**src/rtl/spi_disp_arbiter_if.sv**
```systemverilog
// spi_disp_arbiter_if: requester handshake bus plus the SPI shifter link and
// the link-status outputs. The arbiter attaches through the slave modport;
// the requesters/shifter side (or a testbench) uses the master modport.
interface spi_disp_arbiter_if;
  logic [3:0]  req_valid;
  logic [31:0] req_data;
  logic [3:0]  req_dc;
  logic [3:0]  req_last;
  logic [3:0]  req_ready;
  logic [3:0]  grant;
  logic        spi_start;
  logic [7:0]  spi_data;
  logic        spi_dc;
  logic        spi_done;
  logic        cs;
  logic        busy;

  modport master (
    output req_valid, req_data, req_dc, req_last, spi_done,
    input  req_ready, grant, spi_start, spi_data, spi_dc, cs, busy
  );

  modport slave (
    input  req_valid, req_data, req_dc, req_last, spi_done,
    output req_ready, grant, spi_start, spi_data, spi_dc, cs, busy
  );
endinterface

```
**src/rtl/spi_disp_arbiter.sv**
```systemverilog
// spi_disp_arbiter: shares one SPI byte shifter among four requesters.
// The link is granted per burst; the active-low chip select stays low for the
// whole burst, with CS_SETUP cycles before the first byte and at least
// max(CS_IDLE,1) high cycles after the burst.
// Optional feature macro: SPI_ARB_FIXED_PRIO_EN -- when defined the lowest
// valid index always wins and no round-robin pointer exists; otherwise the
// search starts at the requester after the previous owner.
module spi_disp_arbiter #(
  parameter int unsigned CS_SETUP = 32'd2,
  parameter int unsigned CS_IDLE  = 32'd2
) (
  input  logic              i_clk,
  input  logic              i_reset,
  spi_disp_arbiter_if.slave io_bus
);

  localparam int unsigned      IDLE_CYC   = (CS_IDLE == 32'd0) ? 32'd1 : CS_IDLE;
  localparam int unsigned      CNT_W      = 16;
  // SETUP_LAST is only consulted when CS_SETUP is non-zero
  localparam logic [CNT_W-1:0] SETUP_LAST = CNT_W'(CS_SETUP - 32'd1);
  localparam logic [CNT_W-1:0] IDLE_LAST  = CNT_W'(IDLE_CYC - 32'd1);
  localparam logic             SKIP_SETUP = (CS_SETUP == 32'd0);

  typedef enum logic [2:0] {
    ST_IDLE    = 3'd0,
    ST_SETUP   = 3'd1,
    ST_LOAD    = 3'd2,
    ST_WAIT    = 3'd3,
    ST_RELEASE = 3'd4
  } state_t;

  state_t           r_state;
  state_t           w_state_nxt;
  logic [CNT_W-1:0] r_cnt;
  logic [1:0]       r_owner;
  logic [1:0]       w_owner_nxt;
  logic [3:0]       r_grant;
  logic             r_cs;
  logic             r_start;
  logic [7:0]       r_data;
  logic             r_dc;
  logic             r_last;
  logic [3:0]       w_ready;
  logic             w_accept;
  logic [1:0]       w_base;
  logic [2:0]       w_pick;

  // Search order base, ptr, ptr+1, ... mod 4; returns {found, index}
  function automatic logic [2:0] rr_pick(input logic [3:0] vld, input logic [1:0] base);
    logic [2:0] res;
    logic [1:0] idx;
    res = 3'b000;
    for (int k = 3; k >= 0; k--) begin
      idx = base + 2'(k);
      if (vld[idx]) res = {1'b1, idx};
      else          res = res;
    end
    return res;
  endfunction

`ifdef SPI_ARB_FIXED_PRIO_EN
  assign w_base = 2'b00;
`else
  logic [1:0] r_ptr;

  // Round-robin pointer moves past the owner when its burst releases the link
  always_ff @(posedge i_clk) begin
    if (i_reset) begin
      r_ptr <= 2'b00;
    end else if ((w_state_nxt == ST_RELEASE) && (r_state != ST_RELEASE)) begin
      r_ptr <= r_owner + 2'd1;
    end else begin
      r_ptr <= r_ptr;
    end
  end

  assign w_base = r_ptr;
`endif

  assign w_pick = rr_pick(io_bus.req_valid, w_base);

  // Next-state decode and the combinational ready of the owner in LOAD
  always_comb begin
    w_state_nxt = r_state;
    w_ready     = 4'b0000;
    w_accept    = 1'b0;
    w_owner_nxt = r_owner;
    case (r_state)
      ST_IDLE: begin
        if (w_pick[2]) begin
          w_owner_nxt = w_pick[1:0];
          w_state_nxt = SKIP_SETUP ? ST_LOAD : ST_SETUP;
        end else begin
          w_state_nxt = ST_IDLE;
        end
      end
      ST_SETUP: begin
        if (r_cnt == SETUP_LAST) w_state_nxt = ST_LOAD;
        else                     w_state_nxt = ST_SETUP;
      end
      ST_LOAD: begin
        // A stalled owner keeps the link locked; nobody else is granted
        w_ready[r_owner] = io_bus.req_valid[r_owner];
        if (io_bus.req_valid[r_owner]) begin
          w_accept    = 1'b1;
          w_state_nxt = ST_WAIT;
        end else begin
          w_state_nxt = ST_LOAD;
        end
      end
      ST_WAIT: begin
        if (io_bus.spi_done) w_state_nxt = r_last ? ST_RELEASE : ST_LOAD;
        else                 w_state_nxt = ST_WAIT;
      end
      ST_RELEASE: begin
        if (r_cnt == IDLE_LAST) w_state_nxt = ST_IDLE;
        else                    w_state_nxt = ST_RELEASE;
      end
      default: begin
        w_state_nxt = ST_IDLE;
      end
    endcase
  end

  // State register and gap counter, which restarts on every state change
  always_ff @(posedge i_clk) begin
    if (i_reset) begin
      r_state <= ST_IDLE;
      r_cnt   <= {CNT_W{1'b0}};
    end else begin
      r_state <= w_state_nxt;
      if (w_state_nxt != r_state) r_cnt <= {CNT_W{1'b0}};
      else                        r_cnt <= r_cnt + {{(CNT_W-1){1'b0}}, 1'b1};
    end
  end

  // Registered owner, byte capture, start pulse, grant and chip select
  always_ff @(posedge i_clk) begin
    if (i_reset) begin
      r_owner <= 2'b00;
      r_start <= 1'b0;
      r_data  <= 8'h00;
      r_dc    <= 1'b0;
      r_last  <= 1'b0;
      r_grant <= 4'b0000;
      r_cs    <= 1'b1;
    end else begin
      r_owner <= w_owner_nxt;
      r_start <= w_accept;
      if (w_accept) begin
        r_data <= io_bus.req_data[{r_owner, 3'b000} +: 8];
        r_dc   <= io_bus.req_dc[r_owner];
        r_last <= io_bus.req_last[r_owner];
      end else begin
        r_data <= r_data;
        r_dc   <= r_dc;
        r_last <= r_last;
      end
      case (w_state_nxt)
        ST_SETUP, ST_LOAD, ST_WAIT: begin
          r_cs    <= 1'b0;
          r_grant <= 4'b0001 << w_owner_nxt;
        end
        default: begin
          r_cs    <= 1'b1;
          r_grant <= 4'b0000;
        end
      endcase
    end
  end

  assign io_bus.req_ready = w_ready;
  assign io_bus.grant     = r_grant;
  assign io_bus.spi_start = r_start;
  assign io_bus.spi_data  = r_data;
  assign io_bus.spi_dc    = r_dc;
  assign io_bus.cs        = r_cs;
  assign io_bus.busy      = (r_state != ST_IDLE);

endmodule

```
**src/flat_wrapper.sv**
```systemverilog
// flat-port wrapper written by rule: the top's interface ports become plain ports
module spi_disp_arbiter_flat 
#(
  parameter int unsigned CS_SETUP = 32'd2,
  parameter int unsigned CS_IDLE  = 32'd2
)
  (i_clk, i_reset, io_bus_req_valid, io_bus_req_data, io_bus_req_dc, io_bus_req_last, io_bus_spi_done, io_bus_req_ready, io_bus_grant, io_bus_spi_start, io_bus_spi_data, io_bus_spi_dc, io_bus_cs, io_bus_busy);
  spi_disp_arbiter_if io_bus_i ();
  input  logic i_clk;
  input  logic i_reset;
  input wire logic [$bits(io_bus_i.req_valid)-1:0] io_bus_req_valid;
  input wire logic [$bits(io_bus_i.req_data)-1:0] io_bus_req_data;
  input wire logic [$bits(io_bus_i.req_dc)-1:0] io_bus_req_dc;
  input wire logic [$bits(io_bus_i.req_last)-1:0] io_bus_req_last;
  input wire logic [$bits(io_bus_i.spi_done)-1:0] io_bus_spi_done;
  output wire logic [$bits(io_bus_i.req_ready)-1:0] io_bus_req_ready;
  output wire logic [$bits(io_bus_i.grant)-1:0] io_bus_grant;
  output wire logic [$bits(io_bus_i.spi_start)-1:0] io_bus_spi_start;
  output wire logic [$bits(io_bus_i.spi_data)-1:0] io_bus_spi_data;
  output wire logic [$bits(io_bus_i.spi_dc)-1:0] io_bus_spi_dc;
  output wire logic [$bits(io_bus_i.cs)-1:0] io_bus_cs;
  output wire logic [$bits(io_bus_i.busy)-1:0] io_bus_busy;
  assign io_bus_i.req_valid = io_bus_req_valid;
  assign io_bus_i.req_data = io_bus_req_data;
  assign io_bus_i.req_dc = io_bus_req_dc;
  assign io_bus_i.req_last = io_bus_req_last;
  assign io_bus_i.spi_done = io_bus_spi_done;
  assign io_bus_req_ready = io_bus_i.req_ready;
  assign io_bus_grant = io_bus_i.grant;
  assign io_bus_spi_start = io_bus_i.spi_start;
  assign io_bus_spi_data = io_bus_i.spi_data;
  assign io_bus_spi_dc = io_bus_i.spi_dc;
  assign io_bus_cs = io_bus_i.cs;
  assign io_bus_busy = io_bus_i.busy;
  spi_disp_arbiter #(.CS_SETUP(CS_SETUP), .CS_IDLE(CS_IDLE)) u_core (.i_clk(i_clk), .i_reset(i_reset), .io_bus(io_bus_i));
endmodule
```
**config.mk**
```make
export PLATFORM = sky130hd
export DESIGN_NAME = spi_disp_arbiter_flat
export DESIGN_NICKNAME = d
export VERILOG_FILES = /design/src/rtl/spi_disp_arbiter_if.sv /design/src/rtl/spi_disp_arbiter.sv /design/src/flat_wrapper.sv
export SDC_FILE = /design/constraint.sdc
export NUM_CORES = 1
export LEC_CHECK = 0
export CAP_MARGIN = 20
export CORE_MARGIN = 2
export CORE_UTILIZATION = 42
export DETAILED_ROUTE_END_ITERATION = 7
export HOLD_SLACK_MARGIN = 0.08
export PLACE_DENSITY = 0.76
export SLEW_MARGIN = 20
export SYNTH_ARGS = -nofsm -noshare
export SYNTH_HDL_FRONTEND = slang
export SYNTH_SLANG_ARGS = --single-unit
```
**constraint.sdc**
```tcl
create_clock -name i_clk -period 2.3 [get_ports i_clk]
set_clock_uncertainty 0.2 [all_clocks]
set_input_delay 0.23 -clock i_clk [delete_from_list [all_inputs] [get_ports i_clk]]
set_output_delay 0.23 -clock i_clk [all_outputs]
set_load 0.02 [all_outputs]
```
# == After elaboration in Yosys (flattened, before gate mapping) ==
# Index checks and enable logic that the tools add are counted.
# classes
n_addsub,5
magnitude_cmp,6
eq_ne,11
shift,2
n_mux,33
n_bitwise,2
reduce_logical,7
# ops
op,n
$shiftx 32x6->8,1
$mux 3,7
$add 16x1->16 const B,1
$eq 16x1->1 const B,1
$lt 2x3->1 const B,5
$pmux 3 s5,1
$bmux 1 s2,7
$mux 1,13
$eq 3x2->1 const B,4
$eq 3x1->1 const B,2
$eq 3x3->1 const B,2
$mux 2,3
$add 2x1->2 const B,2
$add 2x2->2 const B,2
$and 4x4->4,1
$mux 4,1
$reduce_or 2->1,2
$shl 1x2->4 const A,1
$logic_not 3->1,1
$ne 3x3->1,1
$ne 3x3->1 const B,1
$reduce_bool 3->1,1
$reduce_or 3->1,1
$demux 1 s2,1
3 further kinds,4
# word_totals
regBits,39
input_bits,47
wordCells,76

# == Depth between registers and ports, before layout ==
# Gate-level depths: netlist of the first run.
# depth
word_depth,13
depth_mapped,9

# == Worst setup path before layout of the first run ==
# OpenSTA, ideal clock, no wires.
# synth_path
path_kind,register to register
startpoint,register u_core.r_owner[0]
endpoint,register u_core.r_cnt[3]
t_arrival_ns,1.868
path_slack_ns,0.170
path_stages_with_launch,7
n_path_buf,1
path_cell_list,dfxtp_1 mux4_2 mux2_4 o221ai_4 nand4_4 buf_6 nor2_2
# synth_via
elab_chain_cells,6
# synth_lines
element,line,source
from (decl),spi_disp_arbiter.sv:35,logic [1:0] r_owner;
from (signal assigned),spi_disp_arbiter.sv:148,r_owner <= w_owner_nxt;
$bmux 1 s2,spi_disp_arbiter.sv:104,if (io_bus.req_valid[r_owner]) begin
$mux 1 (implied by the code),spi_disp_arbiter.sv:104,
$mux 1,spi_disp_arbiter.sv:104,
$pmux 3 s5,spi_disp_arbiter.sv:88,case (r_state)
$ne 3x3->1,spi_disp_arbiter.sv:132,if (w_state_nxt != r_state) r_cnt <= {CNT_W{1'b0}};
$reduce_or 2->1 (no line),-,
to (signal assigned),spi_disp_arbiter.sv:129,r_cnt <= {CNT_W{1'b0}};
to (signal assigned),spi_disp_arbiter.sv:132,
to (signal assigned),spi_disp_arbiter.sv:133,"else r_cnt <= r_cnt + {{(CNT_W-1){1'b0}}, 1'b1};"
to (decl),spi_disp_arbiter.sv:34,logic [CNT_W-1:0] r_cnt;
# No other way between the ends. The select of a mux whose other input is x is not followed.
# A chain may end at the register's enable or synchronous reset.

# == Final worst setup path of the first run ==
# layout_path
startpoint,input port io_bus_req_valid[2]
endpoint,output port io_bus_req_ready[3]
# layout_via
elab_chain_cells,4
# layout_lines
element,line,source
from (decl),flat_wrapper.sv:11,input wire logic [$bits(io_bus_i.req_valid)-1:0] io_bus_req_valid;
$bmux 1 s2,spi_disp_arbiter.sv:103,w_ready[r_owner] = io_bus.req_valid[r_owner];
$mux 1 (implied by the code),spi_disp_arbiter.sv:103,
$and 4x4->4 (no line),-,
$mux 4,spi_disp_arbiter.sv:88,
to (decl),flat_wrapper.sv:16,output wire logic [$bits(io_bus_i.req_ready)-1:0] io_bus_req_ready;
# No other way between the ends. The select of a mux whose other input is x is not followed.

==> results of run 1 <==
[what timing repair did]
action / CTS / global route
gates resized for setup: 11 / 7
pin swaps: 0 / 3
hold endpoints to repair: 0 / 0
cloned: 0 / 1
setup endpoints to repair: 4 / 7
[through the flow]
stage / cell area (um2) / instances / power, uW
after CTS: 3040 / 371 / 1650
after global routing: 3060 / 372 / 1720
after floorplan: 2140 / 229 / 911
final: 3060 / 372 / 1650
after detailed placement: 2910 / 363 / 1060
after global placement: 2910 / 363 / 1060
[state kept, by name, summed over array words and instances (netlist names)]
signal                   flops
u_core.r_cnt                16
u_core.io_bus.spi_data       8
u_core.io_bus.grant          4
u_core.r_state               3
u_core.r_owner               2
u_core.r_ptr                 2
u_core.io_bus.cs             1
u_core.io_bus.spi_dc         1
u_core.io_bus.spi_start      1
u_core.r_last                1
[layout make-up]
type	instances	area, um2
fillers	414	1760
multi-input cells	170	1260
repair buffers	81	792
flip-flops and latches	39	782
well taps	67	83.8
clock buffers	6	82.6
clock inverters	2	35.0
inverters	7	26.3
[kinds of logic after synthesis]
kind of cell	after synthesis	synth area share, %
simple gates	111	28.3
xor+xnor	14	5.72
mux	13	12.7
fa+ha+maj	6	3.50
buf+inv	20	5.55
compound gates	26	7.76
flops	39	36.4
[worst min-delay path, cell delays in order (launching register included)]
cell and delay (ns):
sky130_fd_sc_hd__dfxtp_1 0.31, sky130_fd_sc_hd__nand2_1 0.05, sky130_fd_sc_hd__a21oi_1 0.05
[power groups by stage]
stage	Sequential [uW]	Combinational, uW	Clock, uW
6_report	712	346	593
4_1_cts	711	336	606
3_3_place_gp	727	329	0
2_1_floorplan	732	178	0
5_1_grt	716	372	633
3_5_place_dp	727	333	0
[placed cells by master (no fill, tap or decap), drive strengths merged, types with 8 or more instances in the layout]
cell            n
clkdlybuf4s50  61
dfxtp          39
nor2           34
nand2          29
a21oi          16
buf            14
mux4           11
clkbuf         10
nand3           8
xor2            8
[final timing paths]
check	startpoint	end	slack, ns	cells past startpoint
hold reg to reg	u_core.io_bus.spi_data[0]$_SDFFE_PP0P_	u_core.io_bus.spi_data[0]$_SDFFE_PP0P_	0.25	2
setup / recovery	io_bus_req_valid[2]	io_bus_req_ready[3]	0.08	5
hold / removal	u_core.io_bus.spi_data[0]$_SDFFE_PP0P_	u_core.io_bus.spi_data[0]$_SDFFE_PP0P_	0.25	2
setup reg to reg	u_core.r_owner[0]$_SDFF_PP0_	u_core.r_cnt[3]$_SDFF_PP0_	0.11	7
[per-layer routing]
metal | global-route usage [%] | vias to the layer above | wire (um)
li1 | - | 957 | -
met4 | 5.07 | 0 | 31
met1 | 22.3 | 863 | 2110
met5 | 0 | - | 0
met3 | 5.82 | 4 | 349
met2 | 32.6 | 68 | 2550
==> impl_metrics.env, run 1 <==
export IMPL_grt_usage_pct=18.7
export IMPL_outcome="complete, no violations"
export IMPL_chipHeight_um=75.4
export IMPL_post_cts_hold_buffer_count=0
export IMPL_ys_ff_latch=39
export IMPL_sw_share_pct=24.5
export IMPL_synth_main_ff_cell="sky130_fd_sc_hd__dfxtp_1"
export IMPL_synth_cell_types=43
export IMPL_wl_mm=5.04
export IMPL_cts_root_buffer_cell="sky130_fd_sc_hd__clkbuf_8"
export IMPL_synth_edf_count=0
export IMPL_fin_max_slew_vios=0
export IMPL_placement_rows=25
export IMPL_setup_viol_count_final=0
export IMPL_power_report_internal_total_uw=1250
export IMPL_crit_path_max_incr_delay_ns=0.49
export IMPL_wl_per_cell_um=13.5
export IMPL_final_period_minus_worst_setup_slack_ns=2.22
export IMPL_area_growth_synth_to_final_pct=42.7
export IMPL_finalCoreUtilization_pct=63.5
export IMPL_postSynthNetCount=282
export IMPL_core_area_um2=4820
export IMPL_num_antenna_cells=0
export IMPL_hold_path_class="reg -> reg"
export IMPL_power_net_switching_uw=404
export IMPL_total_number_of_nets_in_the_final_design=357
export IMPL_synth_top_area_share_pct=36.4
export IMPL_synth_top_cells_by_count="39 x sky130_fd_sc_hd__dfxtp_1, 29 x sky130_fd_sc_hd__nand2_1, 24 x sky130_fd_sc_hd__nor2_1, 16 x sky130_fd_sc_hd__a21oi_1, 11 x sky130_fd_sc_hd__mux4_2"
export IMPL_power_static_leakage_uw=0.00108
export IMPL_drive_gt1_share_pct=19.7
export IMPL_final_min_period_over_clock_period_pct=96.7
export IMPL_cts_tree="built"
export IMPL_max_vdd_ir_drop_mv=0.311
export IMPL_first_global_vias=1875
export IMPL_floorplan_io_pins=67
export IMPL_most_repeated_cell_in_the_gate_level_netlist_after_synthesis="sky130_fd_sc_hd__dfxtp_1"
export IMPL_gp_congestion=0.806
export IMPL_synth_top_cells_by_area="sky130_fd_sc_hd__dfxtp_1 36%, sky130_fd_sc_hd__mux4_2 12%, sky130_fd_sc_hd__nand2_1 5.1%"
export IMPL_cp_arrival_ns=1.79
export IMPL_post_synth_inst_count=229
export IMPL_cts_sink_count=39
export IMPL_cts_root_to_sink_buffers=2
export IMPL_route_vias_total=1892
export IMPL_asyncSetResetFlopFracSynth_pct=0
export IMPL_setup_total_negative_slack_ns=0
export IMPL_worst_skew_pair_late_latency_ns=0.29
export IMPL_syn_area_um2=2140
export IMPL_routed_via_density=5.09
export IMPL_critPathLaunchType="primary input"
export IMPL_cts_htree_levels=2
export IMPL_criticalPathCategory="in -> out"
export IMPL_worst_endpoint_required_ns=1.87
export IMPL_place_detailed_hpwl_mm=3.81
export IMPL_post_route_worst_setup_slack_ns=0.0758
export IMPL_share_comb_of_total_power_pct=20.9
export IMPL_grt_start_max_net_pins=17
export IMPL_share_seq_of_total_power_pct=43.1
export IMPL_worst_slew_slack_as_a_fraction_of_its_limit_pct=72.8
export IMPL_yosysSeqAreaShare_pct=36.4
export IMPL_post_synth_cell_area_avg_um2=9.36
export IMPL_cts_buffers=5
export IMPL_worstMarginPinSlew_ns=0.407
export IMPL_area_enclosed_by_the_die_boundary_um2=5690
export IMPL_yosys_warnings=0
export IMPL_post_place_ws_ns=-0.251
export IMPL_hold_slack_ns=0.253
export IMPL_end_kind="primary output"
export IMPL_path_max_fanout=5
export IMPL_crit_buf_inv=2
export IMPL_antenna_left=0
export IMPL_hold_viol_final=0
export IMPL_cpMaxStageDelayCell="sky130_fd_sc_hd__mux4_2"
export IMPL_cap_viol_max_count=0
export IMPL_dieWidth_um=75.4
export IMPL_clkTransAtPathRegs_ns=0.07
export IMPL_share_clk_of_total_power_pct=35.9
export IMPL_grt_first_pass_wirelength_mm=8.11
export IMPL_cts_setup_buffers=0
export IMPL_drt_pass1_iterations=4
export IMPL_overall_overflow_remaining_after_global_route=0
export IMPL_power_per_cell_area_nw_per_um2=540
export IMPL_critical_path_top_delay_family="buffers and inverters"
export IMPL_first_iter_violations=56
export IMPL_initial_core_util_pct=44.5
export IMPL_i_o_buffers=66
export IMPL_synth_top_area_cell="sky130_fd_sc_hd__dfxtp_1"
export IMPL_antenna_found_initial=0
export IMPL_clock_fmax_ghz=0.450
export IMPL_critical_path_cell_chain="clkdlybuf4s50_1 > mux4_2 > and3_4 > and2_1 > clkdlybuf4s15_2"
export IMPL_remaining_drc_errors=0
Note: power is estimated with default switching activity, not from simulation.
==> inputs of run 2 (changes only) <==
clock period = 2 ns   (was 2.3 ns; I/O delays follow)
==> run 2 against run 1 <==
Against the previous run:
- clock-buffer cell count is the same
- global-route usage grew 1.4 points
- cell count grew 3.8%
- power grew 18%
- setup slack lost 0.24 ns
- critical path depth is the same
- non-clock buffer count grew 14
- the run now ends with setup timing left
- core utilization grew 4.3 points
- clock power grew 13%
==> impl_metrics.env, run 2 (synthesis results as in run 1) <==
export IMPL_total_number_of_nets_in_the_final_design=371
export IMPL_fin_max_slew_vios=0
export IMPL_placement_rows=25
export IMPL_critical_path_cell_chain="mux4_2 > and3_4 > buf_6 > and2_4 > buf_6"
export IMPL_regMostFlops="u_core.r_cnt"
export IMPL_cts_root_to_sink_buffers=2
export IMPL_share_comb_of_total_power_pct=23.6
export IMPL_cts_sink_count=39
export IMPL_chipHeight_um=75.4
export IMPL_crit_path_max_incr_delay_ns=0.53
export IMPL_post_cts_hold_buffer_count=0
export IMPL_post_route_worst_setup_slack_ns=-0.167
export IMPL_drive_gt1_share_pct=26.3
export IMPL_clock_fmax_ghz=0.462
export IMPL_routed_via_density=5.09
export IMPL_area_growth_synth_to_final_pct=52.4
export IMPL_worst_slew_slack_as_a_fraction_of_its_limit_pct=70.9
export IMPL_violations="setup timing"
export IMPL_post_layout_nonfiller_instances=386
export IMPL_most_common_cell_after_layout_fill_and_taps_aside="sky130_fd_sc_hd__clkdlybuf4s50_1"
export IMPL_antenna_left=0
export IMPL_end_kind="primary output"
export IMPL_place_detailed_hpwl_mm=4.04
export IMPL_worstMarginPinSlew_ns=0.437
export IMPL_hold_path_startpoint="u_core.io_bus.spi_data[5]$_SDFFE_PP0P_"
export IMPL_cap_viol_max_count=0
export IMPL_cp_startpoint="u_core.r_owner[0]$_SDFF_PP0_"
export IMPL_finalCoreUtilization_pct=67.8
export IMPL_grt_usage_pct=20.0
export IMPL_first_iter_violations=58
export IMPL_hold_viol_final=0
export IMPL_floorplan_io_pins=67
export IMPL_initial_core_util_pct=44.5
export IMPL_cp_arrival_ns=1.77
export IMPL_grt_first_pass_wirelength_mm=8.68
export IMPL_power_per_cell_area_nw_per_um2=595
export IMPL_power_static_leakage_uw=0.00119
export IMPL_crit_buf_inv=2
export IMPL_crit_reg2reg_launch="u_core.r_owner[0]$_SDFF_PP0_"
export IMPL_critPathLaunchType="register"
export IMPL_cts_buffers=5
export IMPL_multi_input_comb_area_um2=1320
export IMPL_worst_endpoint_required_ns=1.60
export IMPL_post_route_cell_area_um2=3270
export IMPL_first_global_vias=1959
export IMPL_overall_overflow_remaining_after_global_route=0
export IMPL_num_antenna_cells=0
export IMPL_post_dp_cell_area_um2=3020
export IMPL_grt_start_max_net_pins=19
export IMPL_share_clk_of_total_power_pct=34.5
export IMPL_dieWidth_um=75.4
export IMPL_antenna_found_initial=0
export IMPL_core_area_um2=4820
export IMPL_remaining_drc_errors=0
export IMPL_outcome="complete, but fails checks"
export IMPL_cts_root_buffer_cell="sky130_fd_sc_hd__clkbuf_8"
export IMPL_fill_cells=394
export IMPL_power_report_internal_total_uw=1470
export IMPL_route_vias_total=1966
export IMPL_cts_htree_levels=2
export IMPL_share_seq_of_total_power_pct=41.9
export IMPL_worst_skew_pair_late_latency_ns=0.29
export IMPL_clkTransAtPathRegs_ns=0.08
export IMPL_area_enclosed_by_the_die_boundary_um2=5690
export IMPL_wl_mm=5.26
export IMPL_drt_pass1_iterations=4
export IMPL_final_period_minus_worst_setup_slack_ns=2.17
export IMPL_cpMaxStageDelayCell="sky130_fd_sc_hd__mux4_2"
export IMPL_rsz0062_at_grt="yes"
export IMPL_i_o_buffers=66
export IMPL_place_inst=375
export IMPL_path_max_fanout=4
export IMPL_power_net_switching_uw=473
export IMPL_criticalPathCategory="reg -> out"
export IMPL_sw_share_pct=24.3
export IMPL_hold_path_class="reg -> reg"
export IMPL_gp_congestion=0.836
export IMPL_setup_viol_count_final=20
export IMPL_largest_register_ffs=16
export IMPL_wl_per_cell_um=13.6
export IMPL_cts_tree="built"
export IMPL_final_min_period_over_clock_period_pct=108
export IMPL_max_vdd_ir_drop_mv=0.316
export IMPL_mostFrequentLayoutCells="58 x sky130_fd_sc_hd__clkdlybuf4s50_1, 38 x sky130_fd_sc_hd__dfxtp_1, 29 x sky130_fd_sc_hd__nand2_1"
export IMPL_critical_path_top_delay_family="multiplexers"
export IMPL_register_area_um2=785
export IMPL_cell_occurring_most_often_along_the_worst_timing_path="sky130_fd_sc_hd__buf_6"
==> run 2: cell count changes in the layout (fill, tap and decap cells not counted), sizes merged <==
cell           before  now
dlymetal6s2s        1    3
dlygate4sd2         0    1
clkdlybuf4s50      61   58
clkdlybuf4s15       1    0
clkbuf             10    6
buf                14   33
==> run 2: stage by stage <==
stage | TNS (ns) | hold slack (ns) | power (uW) | setup slack (ns)
3_5_place_dp | -10.50 | 0.249 | 1260 | -0.504
2_1_floorplan | 0 | 0.214 | 1050 | 0.0127
3_3_place_gp | -9.23 | 0.241 | 1260 | -0.454
4_1_cts | -2.52 | 0.258 | 1940 | -0.164
5_1_grt | -3.70 | 0.288 | 2030 | -0.223
6_report | -2.20 | 0.257 | 1940 | -0.167
==> run 2: power groups by stage <==
stage / Combinational (uW) / Clock (uW) / Sequential, uW
after floorplan: 209 / 0 / 842
after global placement: 424 / 0 / 831
after detailed placement: 432 / 0 / 832
after CTS: 442 / 686 / 813
after global routing: 495 / 723 / 816
final: 458 / 671 / 814
==> run 2: layer usage <==
layer  track usage, %  vias to the layer above  routed length (um)
li1                 -                      981                   -
met1             23.6                      926                2220
met2             34.7                       57                2640
met3             6.48                        2                 353
met4             6.43                        0                  40
met5                0                        -                   0
==> run 2: final cells by class <==
type	count	share of cell area, %
Tap cell	67	2.57
Clock buffer	6	2.53
Timing Repair Buffer	95	28.6
Sequential cell	39	24.0
Clock inverter	2	1.07
Multi-Input combinational cell	170	40.4
Inverter	7	0.805
==> run 2: final timing paths <==
path                                                          endpoint  slack [ns]  cells after the start
worst max register to register              u_core.r_cnt[8]$_SDFF_PP0_       -0.14                      7
worst max-delay path                               io_bus_req_ready[2]       -0.17                      5
worst min register to register  u_core.io_bus.spi_data[5]$_SDFFE_PP0P_        0.26                      2
worst min-delay path            u_core.io_bus.spi_data[5]$_SDFFE_PP0P_        0.26                      2
==> run 2: timing repair <==
action	4_1_cts	5_1_grt
setup endpoints to repair	24	27
buffers inserted	2	1
pin swaps	4	4
resized for setup	32	18
hold endpoints to repair	0	0
==> run 2: worst min-delay path, cell delays in order (launching register included) <==
cell and delay (ns):
sky130_fd_sc_hd__dfxtp_1 0.31, sky130_fd_sc_hd__nand2_1 0.05, sky130_fd_sc_hd__a21oi_1 0.05
==> inputs of run 3 (changes only) <==
ABC_CLOCK_PERIOD_IN_PS = 2000   (was not set)
==> results of run 3 <==
No change in the layout: final DEF, timing and power equal those of run 2.
